## src/rtl/fetch_if.sv

```systemverilog
// Fetch-side bundle: control inputs, instruction memory port and the decode handshake.
// The master modport is the fetch controller; slave is the core/memory side.
interface fetch_if #(
  parameter int unsigned WORDSIZE         = 64,
  parameter int unsigned INSTRUCTION_SIZE = 32
);
  logic                        start;
  logic                        redirect_valid;
  logic [WORDSIZE-1:0]         redirect_pc;
  logic [WORDSIZE-1:0]         imem_addr;
  logic [INSTRUCTION_SIZE-1:0] imem_instruction;
  logic                        out_valid;
  logic                        out_ready;
  logic [INSTRUCTION_SIZE-1:0] out_instruction;
  logic [WORDSIZE-1:0]         out_pc;
  logic                        busy;
  logic                        halted;
  logic                        fault;

  modport master (
    input  start,
    input  redirect_valid,
    input  redirect_pc,
    input  imem_instruction,
    input  out_ready,
    output imem_addr,
    output out_valid,
    output out_instruction,
    output out_pc,
    output busy,
    output halted,
    output fault
  );

  modport slave (
    output start,
    output redirect_valid,
    output redirect_pc,
    output imem_instruction,
    output out_ready,
    input  imem_addr,
    input  out_valid,
    input  out_instruction,
    input  out_pc,
    input  busy,
    input  halted,
    input  fault
  );
endinterface

```

## src/rtl/fetch_controller.sv

```systemverilog
// Instruction fetch sequencer: owns the fetch PC, reads an async instruction memory and
// queues {instruction, pc} pairs in a 2-entry prefetch buffer for decode.
module fetch_controller #(
  parameter int unsigned         WORDSIZE         = 64,
  parameter int unsigned         INSTRUCTION_SIZE = 32,
  parameter int unsigned         MEMORY_SIZE      = 1024,
  parameter logic [WORDSIZE-1:0] RESET_PC         = '0
) (
  input logic      clk,
  input logic      rst_n,
  fetch_if.master  bus
);

  localparam logic [INSTRUCTION_SIZE-1:0] Ebreak = INSTRUCTION_SIZE'(32'h0010_0073);

  typedef enum logic [1:0] {
    StIdle,
    StRun,
    StHalt
  } state_e;

  state_e                      state_q, state_d;
  logic [WORDSIZE-1:0]         fetch_pc_q, fetch_pc_d;
  logic                        fault_q, fault_d;
  logic [1:0]                  count_q, count_d;
  logic [INSTRUCTION_SIZE-1:0] instr_q [2];
  logic [INSTRUCTION_SIZE-1:0] instr_d [2];
  logic [WORDSIZE-1:0]         pc_q [2];
  logic [WORDSIZE-1:0]         pc_d [2];

  logic pop;
  logic push;
  logic flush;
  logic fetch_ok;
  logic wr_slot;

  assign pop      = (count_q != 2'd0) & bus.out_ready;
  assign fetch_ok = (fetch_pc_q[1:0] == 2'b00) &&
                    ((fetch_pc_q >> 2) < WORDSIZE'(MEMORY_SIZE));

  // Control: start beats redirect, redirect beats fault/push/EBREAK.
  always_comb begin
    state_d    = state_q;
    fetch_pc_d = fetch_pc_q;
    fault_d    = fault_q;
    push       = 1'b0;
    flush      = 1'b0;
    unique case (state_q)
      StIdle: begin
        if (bus.start) begin
          state_d    = StRun;
          fetch_pc_d = RESET_PC;
          flush      = 1'b1;
        end
      end
      StRun: begin
        if (bus.start) begin
          fetch_pc_d = RESET_PC;
          flush      = 1'b1;
        end else if (bus.redirect_valid) begin
          fetch_pc_d = bus.redirect_pc;
          flush      = 1'b1;
        end else if (!fetch_ok) begin
          state_d = StHalt;
          fault_d = 1'b1;
        end else if ((count_q != 2'd2) || pop) begin
          push       = 1'b1;
          fetch_pc_d = fetch_pc_q + WORDSIZE'(4);
          if (bus.imem_instruction == Ebreak) begin
            state_d = StHalt;
          end
        end
      end
      StHalt: begin
        if (bus.start) begin
          state_d    = StRun;
          fetch_pc_d = RESET_PC;
          fault_d    = 1'b0;
          flush      = 1'b1;
        end
      end
      default: begin
        state_d = StIdle;
      end
    endcase
  end

  // Slot 0 is always the head; a push lands in the first slot free after this cycle's pop.
  assign wr_slot = (count_q == 2'd2) | ((count_q == 2'd1) & ~pop);

  always_comb begin
    instr_d = instr_q;
    pc_d    = pc_q;
    count_d = count_q;
    if (flush) begin
      count_d = 2'd0;
    end else begin
      if (pop) begin
        instr_d[0] = instr_q[1];
        pc_d[0]    = pc_q[1];
      end
      if (push) begin
        instr_d[wr_slot] = bus.imem_instruction;
        pc_d[wr_slot]    = fetch_pc_q;
      end
      count_d = count_q + 2'(push) - 2'(pop);
    end
  end

  always_ff @(posedge clk or negedge rst_n) begin
    if (!rst_n) begin
      state_q    <= StIdle;
      fetch_pc_q <= RESET_PC;
      fault_q    <= 1'b0;
      count_q    <= 2'd0;
      instr_q[0] <= '0;
      instr_q[1] <= '0;
      pc_q[0]    <= '0;
      pc_q[1]    <= '0;
    end else begin
      state_q    <= state_d;
      fetch_pc_q <= fetch_pc_d;
      fault_q    <= fault_d;
      count_q    <= count_d;
      instr_q[0] <= instr_d[0];
      instr_q[1] <= instr_d[1];
      pc_q[0]    <= pc_d[0];
      pc_q[1]    <= pc_d[1];
    end
  end

  assign bus.imem_addr       = fetch_pc_q >> 2;
  assign bus.out_valid       = (count_q != 2'd0);
  assign bus.out_instruction = instr_q[0];
  assign bus.out_pc          = pc_q[0];
  assign bus.busy            = (state_q == StRun);
  assign bus.halted          = (state_q == StHalt);
  assign bus.fault           = fault_q;

endmodule
```

## src/flat_wrapper.sv

```systemverilog
// flat-port wrapper written by rule: the top's interface ports become plain ports
module fetch_controller_flat 
#(
  parameter int unsigned         WORDSIZE         = 64,
  parameter int unsigned         INSTRUCTION_SIZE = 32,
  parameter int unsigned         MEMORY_SIZE      = 1024,
  parameter logic [WORDSIZE-1:0] RESET_PC         = '0
)
  (clk, rst_n, bus_start, bus_redirect_valid, bus_redirect_pc, bus_imem_instruction, bus_out_ready, bus_imem_addr, bus_out_valid, bus_out_instruction, bus_out_pc, bus_busy, bus_halted, bus_fault);
  fetch_if #(.WORDSIZE(WORDSIZE), .INSTRUCTION_SIZE(INSTRUCTION_SIZE)) bus_i ();
  input logic clk;
  input logic rst_n;
  input wire logic [$bits(bus_i.start)-1:0] bus_start;
  input wire logic [$bits(bus_i.redirect_valid)-1:0] bus_redirect_valid;
  input wire logic [$bits(bus_i.redirect_pc)-1:0] bus_redirect_pc;
  input wire logic [$bits(bus_i.imem_instruction)-1:0] bus_imem_instruction;
  input wire logic [$bits(bus_i.out_ready)-1:0] bus_out_ready;
  output wire logic [$bits(bus_i.imem_addr)-1:0] bus_imem_addr;
  output wire logic [$bits(bus_i.out_valid)-1:0] bus_out_valid;
  output wire logic [$bits(bus_i.out_instruction)-1:0] bus_out_instruction;
  output wire logic [$bits(bus_i.out_pc)-1:0] bus_out_pc;
  output wire logic [$bits(bus_i.busy)-1:0] bus_busy;
  output wire logic [$bits(bus_i.halted)-1:0] bus_halted;
  output wire logic [$bits(bus_i.fault)-1:0] bus_fault;
  assign bus_i.start = bus_start;
  assign bus_i.redirect_valid = bus_redirect_valid;
  assign bus_i.redirect_pc = bus_redirect_pc;
  assign bus_i.imem_instruction = bus_imem_instruction;
  assign bus_i.out_ready = bus_out_ready;
  assign bus_imem_addr = bus_i.imem_addr;
  assign bus_out_valid = bus_i.out_valid;
  assign bus_out_instruction = bus_i.out_instruction;
  assign bus_out_pc = bus_i.out_pc;
  assign bus_busy = bus_i.busy;
  assign bus_halted = bus_i.halted;
  assign bus_fault = bus_i.fault;
  fetch_controller #(.WORDSIZE(WORDSIZE), .INSTRUCTION_SIZE(INSTRUCTION_SIZE), .MEMORY_SIZE(MEMORY_SIZE), .RESET_PC(RESET_PC)) u_core (.clk(clk), .rst_n(rst_n), .bus(bus_i));
endmodule
```

## config.mk

```make
export PLATFORM = sky130hd
export DESIGN_NAME = fetch_controller_flat
export DESIGN_NICKNAME = d
export VERILOG_FILES = /design/src/rtl/fetch_if.sv /design/src/rtl/fetch_controller.sv /design/src/flat_wrapper.sv
export SDC_FILE = /design/constraint.sdc
export NUM_CORES = 1
export LEC_CHECK = 0
export BUFFER_PORTS_ARGS = -buffer_cell sky130_fd_sc_hd__buf_2
export CAP_MARGIN = 5
export CORE_UTILIZATION = 40
export CTS_BUF_LIST = sky130_fd_sc_hd__clkbuf_2
export DETAILED_ROUTE_END_ITERATION = 10
export SYNTH_ARGS = -nofsm -noshare
export SYNTH_HDL_FRONTEND = slang
export SYNTH_SLANG_ARGS = --single-unit
```

## constraint.sdc

```tcl
create_clock -name clk -period 3.2 [get_ports clk]
set_input_delay 0.64 -clock clk [delete_from_list [all_inputs] [get_ports clk]]
set_output_delay 0.64 -clock clk [all_outputs]
set_load 0.005 [all_outputs]
```

==> summary.txt <==
Clock network
  – Root Buffer: clkbuf_2
  – Clock sink total: 261
  – Clock slew at the register clock pins of the worst setup and hold paths: 110 ps
  – Clock Tree Buf Depth: 3
  – Post-cts repair resize count: 0
  – Total CTS buffers: 73
  – Worst-skew pair later-pin latency: 930 ps
  – CTS tree: built
  – H-tree level count: 3

Floorplan
  – Die area: 34,450 um2
  – Core area: 32,870 um2
  – Boundary Pins: 265
  – Starting Density: 41.03%
  – Placement Rows: 66
  – Chip width: 185.6 um
  – Die Ht: 185.6 um

Critical path
  – Crit Path Max Fanout: 97
  – Worst setup SP type: register
  – Endpoint type of the worst setup path: register
  – Worst flop-to-flop path startpoint: u_core.state_q[0]$_DFFE_PN0P_
  – Worst Reg-to-Reg Cells: 8
  – R2R Setup Slk: 210 ps
  – Worst path required time: 3980 ps
  – CP Cell Sequence: inv_1 -> ha_1 -> or2_2 -> o21ai_0 -> a21oi_4 -> or4_4 -> buf_12 -> mux2_2
  – CP Class: reg2reg
  – Worst EP arrival: 3770 ps
  – Crit-path max cell delay: 530 ps
  – Slowest CP cell: or4_4

Detailed routing
  – Detailed-route wire length per cell: 19.53 um
  – Via density: 5.532
  – Final antenna-violating net count: 0
  – DRT Pass-1 Iters: 5
  – DR iter-0 viols: 760
  – Routed WL: 39,010 um
  – Via Count: 11,050
  – # DRC: 0

Logic synthesis
  – Post-synth EDFFs: 0
  – Average size of a mapped cell: 10.31 um2
  – Synth Warn #: 0
  – #FFs+latches synth: 261
  – Area share of the leading cell type in the synthesized netlist: 48.44%
  – Count leader, synth: dfrtp_1
  – Dominant synthesized flop cell: dfrtp_1
  – Most instantiated cells after synthesis: 261 x dfrtp_1, 160 x buf_4, 75 x clkbuf_1, 64 x a22o_1
  – Area contributors post-synth: dfrtp_1 48%, buf_4 8.9%, a22o_1 4.2%
  – Synth async-reset ratio: 100.0%
  – Post-synthesis cell area: 13,480 um2
  – Seq/Total Area, Yosys: 48.44%
  – Unique masters post-synth: 64
  – Area leader, netlist: dfrtp_1
  – Synthesized instance count: 1,308

Final layout
  – Area growth syn-to-layout: 15.63%
  – Fin cells: 1,997
  – Fraction of layout cells with a size suffix above 1: 30.39%
  – Final #Nets: 1,614

Worst hold path
  – Min-Delay Path Depth: 4
  – HP Class: in2reg
  – Hold endpoint: u_core.fetch_pc_q[36]$_DFFE_PN0P_
  – Hold_sp: bus_redirect_pc[36]

Timing
  – Fin crit share: 93.49%
  – Max Freq: 334.2 MHz
  – Final Hold Fails: 0
  – Final setup violation count: 0
  – Setup TNS: 0 ps
  – Max_slew headroom: 24.98%
  – Final Max Tran Viols: 0
  – Worst Max-Slew Pin Slew: 1125 ps
  – RSZ-0062 raised after global routing: no
  – Post-Route Skew: 69.67 ps
  – Tmin final: 2992 ps

Global route
  – Grt ovf: 0
  – Global-route wire length before repair: 60,580 um
  – Vias in the first global route: 10,730
  – Initial antenna violation count: 2
  – Largest net degree at the start of global routing: 109
  – GRT Util Overall: 22.59%

Place
  – DPL Wire Length: 24,370 um
  – Placed Instances: 1,796
  – Gpl congestion: 0.8725
  – Port bufs: 262

Pwr
  – Pwr Density: 629.8 nW/um2
  – P_leak: 0.008206 uW
  – Design Power: 9819 uW
  – Maximum VDD drop: 0.2945 mV

Outcome
  – Status: complete, no violations

Flow run
  – Max_cap viols: 0
## placed cells by master (no fill, tap or decap), drive strengths merged, types with 4 or more instances in the layout
master	netlist	routed
a21oi	43	43
clkinv	0	12
clkbuf	75	104
nand4	23	23
ha	7	7
mux2	41	41
a221o	6	6
and4	7	7
or4	5	5
o21ai	44	44
a211o	46	46
o22ai	8	8
a22o	64	64
nor4	43	43
dlygate4sd3	0	77
and3	55	55
a22oi	5	5
o31a	4	4
o221ai	4	4
nor3	20	20
a31oi	9	9
buf	180	300
o2bb2ai	13	13
nand2b	4	4
nand3	40	40
nor3b	45	45
inv	17	20
nand2	62	62
nor2	34	34
o31ai	36	36
and2	62	62
a211oi	8	8
dfrtp	261	261
## how the worst max path moves through the flow
stage | to | depth (start not counted) | startpoint
global placement | u_core.bus.out_pc[5]$_DFFE_PN0N_ | 8 | bus_start
finish | register | 8 | u_core.state_q[0]$_DFFE_PN0P_
detailed placement | u_core.bus.out_pc[5]$_DFFE_PN0N_ | 8 | bus_start
global route | u_core.fetch_pc_q[62]$_DFFE_PN0P_ | 8 | u_core.fetch_pc_q[3]$_DFFE_PN0P_
floorplan | u_core.bus.out_pc[14]$_DFFE_PN0N_ | 10 | u_core.state_q[0]$_DFFE_PN0P_
CTS | register | 8 | u_core.state_q[0]$_DFFE_PN0P_
## worst max-delay path: cells and delay by family (launching register included)
family | cells | cell delay (ps)
muxes | 1 | 380
and+or+nand+nor | 2 | 880
AOI/OAI and AO/OA | 2 | 390
buffers and inverters | 2 | 360
DFF | 1 | 450
adders and majority gates | 1 | 270
## area by class of cell
cell class	count	area (um2)
diodes	2	5.005
well taps	442	553.0
inverters	17	63.81
fillers	3206	17280
repair buffers	377	2467
clock buffers	104	520.5
flip-flops and latches	261	6531
multi-input cells	776	5356
clock inverters	18	93.84
## cells by family (layout without fill, tap and decap cells)
group	after synthesis	count (layout)	synth area share, %
AOI/OAI and AO/OA	308	308	16.92
xor gates and xnor gates	2	2	0.1299
adders and majority gates	7	7	0.6495
buffers and inverters	272	516	12.30
DFF	261	261	48.44
muxes	42	42	3.498
other	1	4	0.02781
and+or+nand+nor	415	415	18.04
## layer usage
layer	GRT usage (%)	wire (um)	vias to the layer above
met3	6.457	3168	56
met5	0	0	-
met4	7.967	783	0
met1	30.92	17520	5480
li1	-	-	5098
met2	33.99	17540	413
## stage by stage
step	utilization [%]	cell area, um2	hold WS [ps]	worst slack (ps)
floorplan	-	13490	344.4	532.0
global placement	43.21	14200	456.1	355.0
detailed placement	43.21	14200	464.4	329.5
CTS	47.42	15590	0.6721	328.1
global route	47.43	15590	31.18	74.17
finish	47.44	15590	88.11	208.2
## power breakdown
| group | internal (uW) | switching (uW) | leakage, uW |
|---|---|---|---|
| logic | 1300 | 1910 | 0.00412 |
| registers | 3760 | 492 | 0.00362 |
| clock network | 879 | 1480 | 0.000467 |
| total | 5940 | 3880 | 0.00821 |
## what timing repair did
action,in CTS,in global routing
buffers inserted,0,0
hold buffers,77,0
hold endpoints to repair,300,0
Note: power is estimated with default switching activity, not from simulation.
